`src/rtl/multdiv_ctrl_pkg.sv`:
```
// Shared constants and types for the multdiv sequencing controller.
package multdiv_ctrl_pkg;

   localparam logic [4:0] OP_ALU      = 5'b00000;
   localparam logic [4:0] ALU_MUL     = 5'b00110;
   localparam logic [4:0] ALU_DIV     = 5'b00111;
   localparam logic [4:0] REG_RSTATUS = 5'd30;

   localparam logic [31:0] RSTATUS_MUL = 32'd4;
   localparam logic [31:0] RSTATUS_DIV = 32'd5;

   typedef enum logic [1:0] {
      IDLE = 2'd0,
      BUSY = 2'd1,
      DONE = 2'd2
   } state_t;

   typedef struct packed {
      logic [4:0] opcode;
      logic [4:0] rd;
      logic [4:0] alu_op;
   } inst_fields_t;

endpackage

```
`src/rtl/multdiv_ctrl_md_watchdog.sv`:
```
// BUSY-cycle counter; expired flags the last cycle allowed before forcing completion.
module md_watchdog #(
   parameter int MAX_CYCLES = 40,
   parameter int CNT_W      = 6
) (
   input  logic clock,
   input  logic reset,
   input  logic clear,
   input  logic enable,
   output logic expired
);

   logic [CNT_W-1:0] count;

   always_ff @(posedge clock) begin
      if (reset) begin
         count <= '0;
      end else if (clear) begin
         count <= '0;
      end else if (enable) begin
         count <= count + CNT_W'(1);
      end
   end

   assign expired = enable && (count == CNT_W'(MAX_CYCLES - 1));

endmodule

```
`src/rtl/multdiv_ctrl.sv`:
```
// Issues mul/div start pulses, stalls the front end while the unit works,
// and presents a single-cycle writeback (redirected to rstatus on exception).
module multdiv_ctrl
   import multdiv_ctrl_pkg::*;
#(
   parameter int MAX_CYCLES = 40,
   parameter int CNT_W      = 6
) (
   input  logic        clock,
   input  logic        reset,
   input  logic [31:0] x_inst,
   input  logic        x_valid,
   input  logic        flush,
   input  logic        md_ready,
   input  logic        md_exception,
   output logic        ctrl_mult,
   output logic        ctrl_div,
   output logic        stall,
   output logic        busy,
   output logic        wb_valid,
   output logic [4:0]  wb_rd,
   output logic        wb_use_status,
   output logic [31:0] wb_status,
   output logic        timeout
);

   inst_fields_t f;
   logic         unused_bits;
   logic         is_mul;
   logic         is_div;
   logic         start;
   logic         expired;

   state_t     state;
   state_t     state_n;
   logic [4:0] rd_q;
   logic       div_q;
   logic       exc_q;
   logic       timeout_q;

   assign f = '{opcode: x_inst[31:27],
                rd:     x_inst[26:22],
                alu_op: x_inst[6:2]};
   assign unused_bits = ^{x_inst[21:7], x_inst[1:0]};

   assign is_mul = (f.opcode == OP_ALU) && (f.alu_op == ALU_MUL);
   assign is_div = (f.opcode == OP_ALU) && (f.alu_op == ALU_DIV);
   assign start  = (state == IDLE) && x_valid && (is_mul || is_div) && !flush;

   md_watchdog #(
      .MAX_CYCLES (MAX_CYCLES),
      .CNT_W      (CNT_W)
   ) u_wd (
      .clock   (clock),
      .reset   (reset),
      .clear   (start),
      .enable  (state == BUSY),
      .expired (expired)
   );

   always_ff @(posedge clock) begin
      if (reset) begin
         state <= IDLE;
      end else begin
         state <= state_n;
      end
   end

   always_comb begin
      state_n = state;
      unique case (state)
         IDLE: if (start) state_n = BUSY;
         BUSY: begin
            if (flush) begin
               state_n = IDLE;
            end else if (md_ready || expired) begin
               state_n = DONE;
            end
         end
         DONE:    state_n = IDLE;
         default: state_n = IDLE;
      endcase
   end

   // md_ready takes priority over the watchdog on the same cycle.
   always_ff @(posedge clock) begin
      if (reset) begin
         rd_q      <= '0;
         div_q     <= 1'b0;
         exc_q     <= 1'b0;
         timeout_q <= 1'b0;
      end else if (start) begin
         rd_q  <= f.rd;
         div_q <= is_div;
         exc_q <= 1'b0;
      end else if (state == BUSY && !flush) begin
         if (md_ready) begin
            exc_q <= md_exception;
         end else if (expired) begin
            exc_q     <= 1'b1;
            timeout_q <= 1'b1;
         end
      end
   end

   always_comb begin
      ctrl_mult     = 1'b0;
      ctrl_div      = 1'b0;
      stall         = 1'b0;
      busy          = 1'b0;
      wb_valid      = 1'b0;
      wb_rd         = '0;
      wb_use_status = 1'b0;
      wb_status     = '0;
      unique case (state)
         IDLE: begin
            ctrl_mult = start && is_mul;
            ctrl_div  = start && is_div;
            stall     = start;
         end
         BUSY: begin
            stall = 1'b1;
            busy  = 1'b1;
         end
         DONE: begin
            busy     = 1'b1;
            wb_valid = !flush;
            if (!flush) begin
               wb_use_status = exc_q;
               wb_rd         = exc_q ? REG_RSTATUS : rd_q;
               if (exc_q) begin
                  wb_status = div_q ? RSTATUS_DIV : RSTATUS_MUL;
               end
            end
         end
         default: ;
      endcase
      if (reset) begin
         ctrl_mult     = 1'b0;
         ctrl_div      = 1'b0;
         stall         = 1'b0;
         busy          = 1'b0;
         wb_valid      = 1'b0;
         wb_rd         = '0;
         wb_use_status = 1'b0;
         wb_status     = '0;
      end
   end

   assign timeout = timeout_q && !reset;

endmodule
```
`config.mk`:
```
export PLATFORM = sky130hd
export DESIGN_NAME = multdiv_ctrl
export DESIGN_NICKNAME = d
export VERILOG_FILES = /design/src/rtl/multdiv_ctrl_pkg.sv /design/src/rtl/multdiv_ctrl_md_watchdog.sv /design/src/rtl/multdiv_ctrl.sv
export SDC_FILE = /design/constraint.sdc
export NUM_CORES = 1
export LEC_CHECK = 0
export ABC_CLOCK_PERIOD_IN_PS = 2100
export CORE_ASPECT_RATIO = 1.4
export CORE_MARGIN = 10
export CORE_UTILIZATION = 34
export CTS_CLUSTER_DIAMETER = 200
export DETAILED_ROUTE_END_ITERATION = 6
export GPL_TIMING_DRIVEN = 0
export PLACE_DENSITY = 0.9
export SLEW_MARGIN = 20
export SYNTH_ARGS = -nofsm -noshare
export SYNTH_HDL_FRONTEND = slang
export SYNTH_HIERARCHICAL = 1
export SYNTH_SLANG_ARGS = --single-unit
```
`constraint.sdc`:
```
create_clock -name clock -period 2.1 [get_ports clock]
set_clock_uncertainty 0.15 [all_clocks]
set_input_delay 0.21 -clock clock [delete_from_list [all_inputs] [get_ports clock]]
set_output_delay 0.21 -clock clock [all_outputs]
set_load 0.01 [all_outputs]
```
* Word level (Yosys, flattened, before mapping) *
Cells that the tools add are included.

operators by class
  $add $sub $neg = 1
  eq/ne operators = 7
  mux-type cells = 28
  bitwise gates (word level) = 2
  reduce and logical (&&, ||, !) cells = 22

operators with widths
  operator                                              count
  2-to-1 mux 32 bit                                     1
  2-to-1 mux 5 bit                                      4
  2-to-1 mux 1 bit                                      15
  equality test 5 x 3 -> 1 bit (second input constant)  2
  logical AND 1 bit                                     10
  2-to-1 mux 3 bit                                      3
  adder 6 x 1 -> 6 bit (second input constant)          1
  equality test 6 bit (second input constant)           1
  2-to-1 mux 2 bit                                      3
  logical NOT 5 bit                                     1
  case mux 2 bit (2 select lines)                       1
  AND reduction 2 bit                                   2
  AND reduction 4 bit                                   1
  OR reduction 2 bit                                    2
  inequality test 3 bit (second input constant)         1
  equality test 2 x 1 -> 1 bit (second input constant)  1
  equality test 2 bit (second input constant)           1
  logical NOT 1 bit                                     2
  logical NOT 2 bit                                     1
  logical OR 1 bit                                      2
  inequality test 2 bit (second input constant)         1
  inverter 1 bit                                        2
  case mux 1 bit (2 select lines)                       1
  nonzero test 2 bit                                    1

storage, ports and cells
  register bits = 16
  input port bits = 38
  output and inout bits = 44
  logic and storage cells = 66

* Longest topological paths before layout *
  word-level depth = 8
  mapped depth = 9
  depth with buffers taken out = 8

* By module *
Netlist, hierarchy kept.

modules (own cells, without submodules)
  module        times used  cells each  area each (µm²)  sequential area each (µm²)
  multdiv_ctrl  1           103         854.6            200.2
  md_watchdog   1           29          261.5            120.1

* Least setup slack after synthesis *
No wires, ideal clock.

  kind = register -> register
  from = register state[0]
  to = register timeout_q
  setup time = 0.071 ns
  data arrival time = 1.704 ns
  data required time = 1.879 ns
  setup slack = 0.176 ns
  cell stages (with the launch flop) = 8
  path buffers = 1
  period minus slack after synthesis = 1.924 ns
  cell sequence = dfxtp_1 > inv_1 > ha_1 > and2_0 > and4_1 > buf_6 > or4b_1 > a21oi_1

between the ends
  word-level cells in the longest chain between the ends = 6
  elaborated cells between the ends (all ways) = 9
  classes of those cells = eq/ne: 1; bitwise: 1; reduce/logical: 7

RTL lines
  element                                   line                 text
  start: declaration                        multdiv_ctrl.sv:34   state_t state;
  start signal: assignment                  multdiv_ctrl.sv:65   state <= state_n;
  logical NOT 2 bit                         multdiv_ctrl.sv:48   assign start = (state == IDLE) && x_valid && (is_mul || is_div) && !flush;
  logical AND 1 bit (3 in series)           multdiv_ctrl.sv:48
  inverter 1 bit (no source line)           -
  AND reduction 4 bit (no source line) (*)  -
  end signal: assignment                    multdiv_ctrl.sv:91   timeout_q <= 1'b0;
  end signal: assignment                    multdiv_ctrl.sv:101  timeout_q <= 1'b1;
  end: declaration                          multdiv_ctrl.sv:39   logic timeout_q;

Every way passes the cells marked *; elsewhere a longest branch is shown, timed or not.
A chain may end at the register's enable or synchronous reset.

* Worst setup path in the final report *
  from = input reset
  to = output wb_status[0]

between the ends
  word-level cells in the longest chain between the ends = 1

RTL lines
  element             line                 text
  start: declaration  multdiv_ctrl.sv:10   input logic reset,
  2-to-1 mux 32 bit   multdiv_ctrl.sv:138  if (reset) begin
  end: declaration    multdiv_ctrl.sv:23   output logic [31:0] wb_status,

No other way between the ends.

==> flow_summary.toml <==
[finish]
drive_above_1_share_pct = 32.2
final_cells = 247
diodes = 0
layout.nets = 252
area_growth_pct = 61.4
design_area_um2 = 1800

[clocking]
cts_made_buffers = 3
cts_sinks = 16
cts_tree = "done"
h-tree-depth = 1
postCtsHoldBufs = 0
clk_pin_slew_worst_paths_ns = 0.07
ctsLongestPathBuffers = 2
cts_root_buf = "clkbuf_8"
clk_latency_ns = 0.26

[power_and_ir_drop]
seqPwrFrac_pct = 39.6
p_leak_nw = 0.926
swShare_pct = 27.5
clockPowerShare_pct = 34.7
combPwrFrac_pct = 25.7
p_sw_uw = 224
ir_drop_uv = 300
power_density_nw_per_um2 = 452
p_int_uw = 590

[floorplanning]
pin_count = 82
rows = 24
fp.dieW_um = 68.4
die_h_um = 87.8
coreArea_um2 = 3150
die-area_um2 = 6010
initial_core_util_pct = 35.4

[placement]
io_buffers = 34
place_area_um2 = 1610
gp_congestion = 0.760
dp_slack_ns = -0.692
dp.cells = 234
hpwlAfterDp_um = 2460

[timing]
setup-violations-final = 0
hold_violations = 0
rsz0062_at_grt = "true"
fmaxAchievable_mhz = 484
period_minus_slack_ns = 2.07
setup_slack_ns = 0.0331
slew_violations = 0
period_share_pct = 98.4
fin_setup_tns_ns = 0

[worst_hold_path]
hp-class = "reg -> reg"

[global_routing]
grt_pass1_vias = 1124
grt-ovfl-total = 0
grt_max_degree = 11
grt_pass1_wl_um = 4820
grt_use_total_pct = 10.3
antenna_found_initial = 0

[synth]
ys_seq_area_share_pct = 28.7
yosys-top-cells-area = "dfxtp_1, buf_4, mux2i_1"
yosysUniqueCellTypes = 37
yosysWarnings = 6
async_flop_share_pct = 0
avgSynthCellArea_um2 = 8.46
syn_area_um2 = 1120
synth_edf_count = 0
synth_top_family_by_area = "buffers and inverters"
synth-compound-area-share_pct = 7.29
synth_top_area_share_pct = 28.7
synth-simple-area-share_pct = 22.4
synth_mux_area_share_pct = 7.17
syn_inst = 132
synth_top_area_cell = "dfxtp_1"
synth-xor-area-share_pct = 3.14
synth-adder-area-share_pct = 5.61
ys.flop_type = "dfxtp_1"
ys_ff_latch = 16

[setup_path]
crit_type = "in -> out"
path_cells = "clkdlybuf4s50_1 > clkbuf_8 > nor3b_4 > buf_4 > buf_4 > and3_1 > clkdlybuf4s15_1"
worstPathArrival_ns = 1.71
crit_slowest_cell = "clkdlybuf4s50_1"
crit_required_ns = 1.74
rr_worst_depth = 7
r2r_setup_slack_ns = 0.09
reg2reg_to = "timeout_q"
crit_start = "reset"
crit_top_cell = "buf_4"
critPathLaunchType = "input port"
critical_path.endpoint = "wb_status[0]"
crit_path_end_kind = "output port"
crit_fanout = 9
cpPeakStageDelay_ns = 0.44
r2r_start = "state[1]"

[routing]
wire_per_inst_um = 13.4
num_vias = 1082
drtPass1Iterations = 4
wl_um = 3300
ant_nets = 0
first_iter_violations = 27
drcViolationCount = 0
via_per_inst = 4.38

[run]
drv_cap = 0

[run_status]
status = "finished, final reports clean"
[worst max-delay path, delay by kind of cell]
kind | cells | cell delay, ns
buffers and inverters | 5 | 1.11
AND/OR/NAND/NOR | 2 | 0.38
[registers in the layout, summed over array words and instances, names as in the netlist]
register,cells
u_wd/count,6
exc_q,1
div_q,1
state,2
timeout_q,1
rd_q,5
[layout make-up]
| type | instances | area (um^2) |
|---|---|---|
| inverter | 6 | 22.5 |
| fill | 278 | 1350 |
| clock buffer | 4 | 55.1 |
| timing repair buffer | 43 | 388 |
| buffer | 36 | 274 |
| tap | 39 | 48.8 |
| sequential | 16 | 322 |
| multi-input combinational | 103 | 692 |
[metal layers]
layer	vias up	track usage, %	wire, um
met5	-	0	0
met1	483	8.38	1120
met3	6	4.35	390
met4	0	4.95	64
li1	532	-	-
met2	61	19.9	1730
[stage by stage]
step | hold WS (ns) | utilization [%] | total power [mW]
final | 0.306 | 57.1 | 0.814
after global routing | 0.326 | 57.1 | 0.848
after CTS | 0.314 | 55.2 | 0.797
after detailed placement | 0.305 | 51.2 | 0.518
after global placement | 0.292 | 51.2 | 0.514
after floorplan | 0.207 | - | 0.457
[cells in the final DEF (no fill, tap or decap), types with 5 or more instances in the layout]
| cell type | instances |
|---|---|
| buf_4 | 41 |
| clkbuf_8 | 5 |
| clkdlybuf4s50_1 | 11 |
| conb_1 | 30 |
| dfxtp_1 | 15 |
| dlygate4sd2_1 | 10 |
| dlymetal6s2s_1 | 5 |
| mux2i_1 | 8 |
| nor2_1 | 16 |
[cells in the mapped netlist, drive strengths merged (3+ instances only)]
library cell	instances
a21oi	4
buf	33
clkbuf	3
dfxtp	16
ha	5
inv	6
mux2i	8
nand2b	3
nand4	3
nor2	16
nor3b	3
o21a	4
xor2	3
[worst min-delay path by stage]
stage / depth (start not counted) / end / slack, ns / startpoint
floorplan: 2 / div_q / 0.21 / x_inst[2]
global placement: 2 / timeout_q / 0.29 / timeout_q
detailed placement: 2 / timeout_q / 0.30 / timeout_q
CTS: 2 / timeout_q / 0.31 / timeout_q
global route: 2 / timeout_q / 0.33 / timeout_q
finish: 2 / timeout_q / 0.31 / timeout_q
[power by group through the flow]
stage | logic [mW] | clock network, mW | registers, mW
final | 0.209 | 0.282 | 0.322
after global routing | 0.228 | 0.296 | 0.324
after detailed placement | 0.190 | 0 | 0.328
after global placement | 0.187 | 0 | 0.327
after CTS | 0.192 | 0.283 | 0.322
after floorplan | 0.131 | 0 | 0.325
[cell families after synthesis]
group / count (synthesis)
xor gates and xnor gates: 4
adders and majority gates: 5
other: 1
muxes: 8
AOI/OAI and AO/OA: 12
buffers and inverters: 42
DFF: 16
and+or+nand+nor: 44
[what timing repair did]
action,4_1_cts,5_1_grt
hold endpoints to repair,0,0
cloned,0,0
buffers inserted,9,1
gates resized for setup,39,23
pin swaps,5,3
setup endpoints to repair,19,13
No activity file was read; power rests on OpenSTA's default activity.
